$ cat config.mk
export PLATFORM = sky130hd
export DESIGN_NAME = display_mux_ctrl
export DESIGN_NICKNAME = d
export VERILOG_FILES = /design/src/rtl/display_pkg.sv /design/src/rtl/sevenseg_decoder.sv /design/src/rtl/display_mux_ctrl.sv
export SDC_FILE = /design/constraint.sdc
export NUM_CORES = 1
export LEC_CHECK = 0
export ABC_AREA = 1
export ABC_CLOCK_PERIOD_IN_PS = 5600
export BUFFER_PORTS_ARGS = -buffer_cell sky130_fd_sc_hd__buf_2
export CAP_MARGIN = 20
export CORE_AREA = 2 2 47 92
export CTS_BUF_LIST = sky130_fd_sc_hd__clkbuf_8
export CTS_CLUSTER_SIZE = 12
export DETAILED_ROUTE_END_ITERATION = 10
export DIE_AREA = 0 0 49 94
export PLACE_DENSITY = 0.69
export SLEW_MARGIN = 40
export SYNTH_ARGS = -nofsm -noshare
export SYNTH_HDL_FRONTEND = slang
export SYNTH_HIERARCHICAL = 1
export SYNTH_SLANG_ARGS = --single-unit
$ cat constraint.sdc
create_clock -name clk -period 5.6 [get_ports clk]
set_clock_uncertainty 0.05 [all_clocks]
set_input_delay 1.12 -clock clk [delete_from_list [all_inputs] [get_ports clk]]
set_output_delay 1.12 -clock clk [all_outputs]
set_load 0.01 [all_outputs]
$ cat src/rtl/display_pkg.sv
// display_pkg: shared types and constants for the dual seven-segment display
// multiplexer.
//   disp_state_t : controller frame states.
//   SEG_BLANK    : all segments off (segment outputs are active-low).
//   SEG_LUT      : hex nibble -> {g,f,e,d,c,b,a} segment pattern, active-low.
package display_pkg;

  typedef enum logic [2:0] {
    IDLE   = 3'd0,
    ON0    = 3'd1,
    BLANK0 = 3'd2,
    ON1    = 3'd3,
    BLANK1 = 3'd4
  } disp_state_t;

  localparam logic [6:0] SEG_BLANK = 7'h7F;

  localparam logic [6:0] SEG_LUT [0:15] = '{
    7'h40, 7'h79, 7'h24, 7'h30, 7'h19, 7'h12, 7'h02, 7'h78,
    7'h00, 7'h10, 7'h08, 7'h03, 7'h46, 7'h21, 7'h06, 7'h0E
  };

endpackage

$ cat src/rtl/sevenseg_decoder.sv
// sevenseg_decoder: purely combinational hex nibble to seven-segment decoder.
//   nibble : 4-bit value to display
//   seg    : {g,f,e,d,c,b,a}, active-low (0 = segment lit)
module sevenseg_decoder
  import display_pkg::*;
(
  input  logic [3:0] nibble,
  output logic [6:0] seg
);

  // Table lookup of the segment pattern.
  always_comb begin
    seg = SEG_LUT[nibble];
  end

endmodule

$ cat src/rtl/display_mux_ctrl.sv
// display_mux_ctrl: time-multiplexes one shared seven-segment decoder between
// digit 0 (switch1) and digit 1 (switch2), with dead-time blanking between the
// digits. Both nibbles are captured once at frame start so a digit never
// changes mid-frame.
//   clk        : system clock
//   reset      : synchronous, active-low reset
//   switch1    : nibble for digit 0
//   switch2    : nibble for digit 1
//   enable     : display enable, only looked at when a frame could start
//   seg        : segments {g,f,e,d,c,b,a}, active-low
//   an0 / an1  : digit anode drives, active-low
//   frame_tick : one-cycle pulse in the first lit cycle of every frame
module display_mux_ctrl
  import display_pkg::*;
#(
  parameter int ON_CYCLES    = 24000,
  parameter int BLANK_CYCLES = 240
) (
  input  logic       clk,
  input  logic       reset,
  input  logic [3:0] switch1,
  input  logic [3:0] switch2,
  input  logic       enable,
  output logic [6:0] seg,
  output logic       an0,
  output logic       an1,
  output logic       frame_tick
);

  localparam int MAX_CYCLES = (ON_CYCLES > BLANK_CYCLES) ? ON_CYCLES : BLANK_CYCLES;
  localparam int CNT_W      = $clog2(MAX_CYCLES + 1);

  localparam logic [CNT_W-1:0] ON_LOAD    = CNT_W'(ON_CYCLES - 1);
  localparam logic [CNT_W-1:0] BLANK_LOAD = CNT_W'(BLANK_CYCLES - 1);
  localparam logic [CNT_W-1:0] CNT_ZERO   = {CNT_W{1'b0}};
  localparam logic [CNT_W-1:0] CNT_ONE    = CNT_W'(1);

  disp_state_t      state_q, state_d;
  logic [CNT_W-1:0] cnt_q, cnt_d;
  logic [3:0]       lat0_q, lat0_d;
  logic [3:0]       lat1_q, lat1_d;

  logic [3:0]       dec_nibble_s;
  logic [6:0]       dec_seg_s;
  logic             cnt_done_s;

  assign cnt_done_s = (cnt_q == CNT_ZERO);

  // Next-state, counter reload/decrement and frame-start nibble capture.
  always_comb begin
    state_d = state_q;
    cnt_d   = cnt_q;
    lat0_d  = lat0_q;
    lat1_d  = lat1_q;
    case (state_q)
      IDLE: begin
        if (enable) begin
          state_d = ON0;
          cnt_d   = ON_LOAD;
          lat0_d  = switch1;
          lat1_d  = switch2;
        end else begin
          state_d = IDLE;
        end
      end
      ON0: begin
        if (cnt_done_s) begin
          state_d = BLANK0;
          cnt_d   = BLANK_LOAD;
        end else begin
          cnt_d = cnt_q - CNT_ONE;
        end
      end
      BLANK0: begin
        if (cnt_done_s) begin
          state_d = ON1;
          cnt_d   = ON_LOAD;
        end else begin
          cnt_d = cnt_q - CNT_ONE;
        end
      end
      ON1: begin
        if (cnt_done_s) begin
          state_d = BLANK1;
          cnt_d   = BLANK_LOAD;
        end else begin
          cnt_d = cnt_q - CNT_ONE;
        end
      end
      BLANK1: begin
        // Frame end: enable decides between a fresh frame and going idle.
        if (cnt_done_s) begin
          if (enable) begin
            state_d = ON0;
            cnt_d   = ON_LOAD;
            lat0_d  = switch1;
            lat1_d  = switch2;
          end else begin
            state_d = IDLE;
            cnt_d   = CNT_ZERO;
          end
        end else begin
          cnt_d = cnt_q - CNT_ONE;
        end
      end
      default: begin
        state_d = IDLE;
        cnt_d   = CNT_ZERO;
      end
    endcase
  end

  // State, counter and capture registers with synchronous active-low reset.
  always_ff @(posedge clk) begin
    if (!reset) begin
      state_q <= IDLE;
      cnt_q   <= CNT_ZERO;
      lat0_q  <= 4'h0;
      lat1_q  <= 4'h0;
    end else begin
      state_q <= state_d;
      cnt_q   <= cnt_d;
      lat0_q  <= lat0_d;
      lat1_q  <= lat1_d;
    end
  end

  // Steer the shared decoder to whichever digit is lit.
  always_comb begin
    if (state_q == ON1) begin
      dec_nibble_s = lat1_q;
    end else begin
      dec_nibble_s = lat0_q;
    end
  end

  sevenseg_decoder u_decoder (
    .nibble (dec_nibble_s),
    .seg    (dec_seg_s)
  );

  // Anode and blank gating; only the ON states ever light anything.
  always_comb begin
    seg        = SEG_BLANK;
    an0        = 1'b1;
    an1        = 1'b1;
    frame_tick = 1'b0;
    case (state_q)
      ON0: begin
        seg        = dec_seg_s;
        an0        = 1'b0;
        // The counter is still at its reload value only in the first ON0 cycle.
        frame_tick = (cnt_q == ON_LOAD);
      end
      ON1: begin
        seg = dec_seg_s;
        an1 = 1'b0;
      end
      default: begin
        seg        = SEG_BLANK;
        an0        = 1'b1;
        an1        = 1'b1;
        frame_tick = 1'b0;
      end
    endcase
  end

endmodule

==> flow_summary.yaml <==
timing:
  tightest_slew_ps: 587
  slew_violations: 0
  worst_slack_ps: 1970
  finalSetupTns_ps: 0
  relSlewSlack: 0.608
  rsz0062_at_grt: "no"
  hold_viol_final: 0
  min_period_over_period: 0.649
  max_freq_mhz: 275
  setup_violations: 0
  fin_crit_ps: 3630
clock_network:
  htreeDepth: 1
  insertion_delay_ps: 280
  cts_made_buffers: 3
  cts_max_path_buffers: 2
  path_clk_slew_ps: 100
  clock_sinks: 26
  cts_resized: 0
  postCtsSetupBuffers: 0
  cts_hold_buf: 0
  cts_root_buf: "clkbuf_8"
  cts_tree: "yes"
setup_path:
  crit_slowest_cell: "dfxtp_1"
  path_class: "register to primary output"
  r2r_cells: 9
  max_stage_delay_ps: 340
  reg2reg_slack_ps: 3430
  cp-start-kind: "register"
  cp_max_fo: 6
  rr_endpoint: "cnt_q[13]"
  cp.arrival_ps: 2460
  crit_chain: "inv_1, nor2_2, nand2_1, mux2_2, inv_1, ha_1, nand2_1, nand3_1, nand2_1, or2_2, buf_2"
  required_ps: 4430
  cp_common_cell: "nand2_1"
  crit_path_end_kind: "primary output"
  r2r-start: "state_q[1]"
drt:
  drtPass1Iterations: 4
  viasPerCell: 5.28
  ant_nets: 0
  drtIter0Drc: 74
  vias: 2134
  drc_errors: 0
  routed_wl_um: 5290
  wire_per_inst_um: 13.1
synth:
  synth.cells.most_frequent: "nand2_1 (119), nor2_1 (35), inv_1 (31)"
  yosys-top-cells-area: "dfxtp_1 (25%), nand2_1 (22%), nand3_1 (6.6%)"
  yosysWarnings: 6
  synth_seq_cells: 26
  synth_edf_count: 0
  netlist_area_um2: 2050
  seq_area_frac_synth: 0.254
  synth_fp_nets: 357
  synthFlopType: "dfxtp_1"
  synthCells: 336
  synth_most_common_cell: "nand2_1"
  synthArstFlopShare: 0
  synth.top_cell.area_share: 0.254
  netlist.top_cell.by_area: "dfxtp_1"
  avgSynthCellArea_um2: 6.10
  synth.distinct_cells: 30
floorplan:
  num_rows: 32
  die-area_um2: 4610
  initial_core_util: 0.527
  core_um2: 3880
  ioPinCount: 21
  die_y_um: 94
  fp.dieW_um: 49
pwr:
  sw_frac_of_total: 0.537
  comb_power_share: 0.657
  ir_drop_v: 0.000366
  seq_power_share: 0.233
  p_clk_frac: 0.110
  internal_power_uw: 691
  power_mw: 1.49
  power_leakage_nw: 1.11
  powerDensity_nw_per_um2: 666
  p_sw_uw: 801
global_routing:
  grt_pass1_vias: 2076
  grt_max_degree: 16
  antenna_found_initial: 0
  gr-total-overflow: 0
  grtUsageTotal: 0.244
  grt_pass1_wl_um: 8710
flow_run:
  cap_violations: 0
worst_hold_path:
  hold_path_end: "lat1_q[2]"
  hold_depth: 2
  hp-start: "lat1_q[2]"
  hold_class: "register to register"
placement:
  dpl_worst_slack_ps: 2290
  routabilityCongestion: 0.926
  placed_cells: 400
  port_buffers: 20
  post-dp-hpwl_um: 4030
final_layout:
  drive_gt1_frac: 0.176
  area_delta_synth_final_pct: 9.47
  diodes: 0
  instances_no_fill: 404
  nets: 375
status:
  outcome: "complete, no violations"
==> through the flow <==
step                      utilization  cell area (um2)  hold WS [ps]
after global routing            0.577             2240           479
final                           0.577             2240           445
after floorplan                     -             2050           399
after global placement          0.559             2170           418
after detailed placement        0.559             2170           434
after CTS                       0.577             2240           451
==> layout make-up <==
type / instances / area (um2)
Clock buffer: 3 / 41.3
Tap cell: 51 / 63.8
Timing Repair Buffer: 20 / 100
Sequential cell: 26 / 520
Inverter: 36 / 138
Fill cell: 444 / 1640
Multi-Input combinational cell: 267 / 1350
Clock inverter: 1 / 30.0
==> layer usage <==
layer,track usage,up-vias,part of all wire
li1,-,1088,-
met1,0.224,976,0.36
met2,0.500,47,0.57
met3,0.0239,23,0.028
met4,0.133,0,0.044
met5,0,-,0
==> cell families after synthesis <==
kind of cell | synth area share
AND/OR/NAND/NOR | 0.451
AO/OA/AOI/OAI | 0.124
buffers and inverters | 0.0874
flip-flops | 0.254
adder cells (fa/ha/maj) | 0.0611
multiplexers | 0.0220
==> flip-flops by register name, indices dropped and copies added, names as in the netlist <==
name	count
cnt_q	15
lat0_q	4
lat1_q	4
state_q	3
==> cell usage in the layout (no fill, tap or decap), types with 2 or more instances in the layout <==
| master | n |
|---|---|
| nor2_2 | 6 |
| inv_1 | 31 |
| a21oi_2 | 2 |
| clkbuf_8 | 3 |
| nand2_2 | 3 |
| mux2_2 | 4 |
| or2_2 | 8 |
| o21ai_1 | 2 |
| o21ai_0 | 18 |
| nand3_1 | 27 |
| inv_2 | 4 |
| a21oi_1 | 16 |
| o21ai_2 | 2 |
| dfxtp_1 | 26 |
| ha_1 | 10 |
| buf_2 | 20 |
| nor2_4 | 5 |
| nand2_1 | 119 |
| nor2_1 | 35 |
| nor3_1 | 2 |
| nand3b_1 | 2 |
==> critical path: cells and delay by family (launching register included) <==
kind,cells,cell delay (ps)
mux,1,340
flops,1,340
simple gates,6,850
fa+ha+maj,1,320
buf+inv,3,320
==> how the worst max path moves through the flow <==
stage | startpoint | to | slack, ps | cells past startpoint
6_report | state_q[0] | seg[3] | 1970 | 11
5_1_grt | state_q[0] | seg[0] | 1770 | 12
4_1_cts | state_q[0] | seg[3] | 1970 | 11
3_5_place_dp | state_q[0] | seg[3] | 2290 | 11
3_3_place_gp | state_q[0] | seg[0] | 2360 | 12
2_1_floorplan | state_q[0] | seg[1] | 2510 | 9
==> power by group through the flow <==
stage	combinational, mW	sequential, mW	clock, mW
detailed placement	0.966	0.351	0
global placement	0.955	0.350	0
CTS	0.974	0.346	0.165
global route	1.11	0.358	0.169
floorplan	0.781	0.325	0
finish	0.980	0.348	0.164
Power figures use the tool's default switching activity.
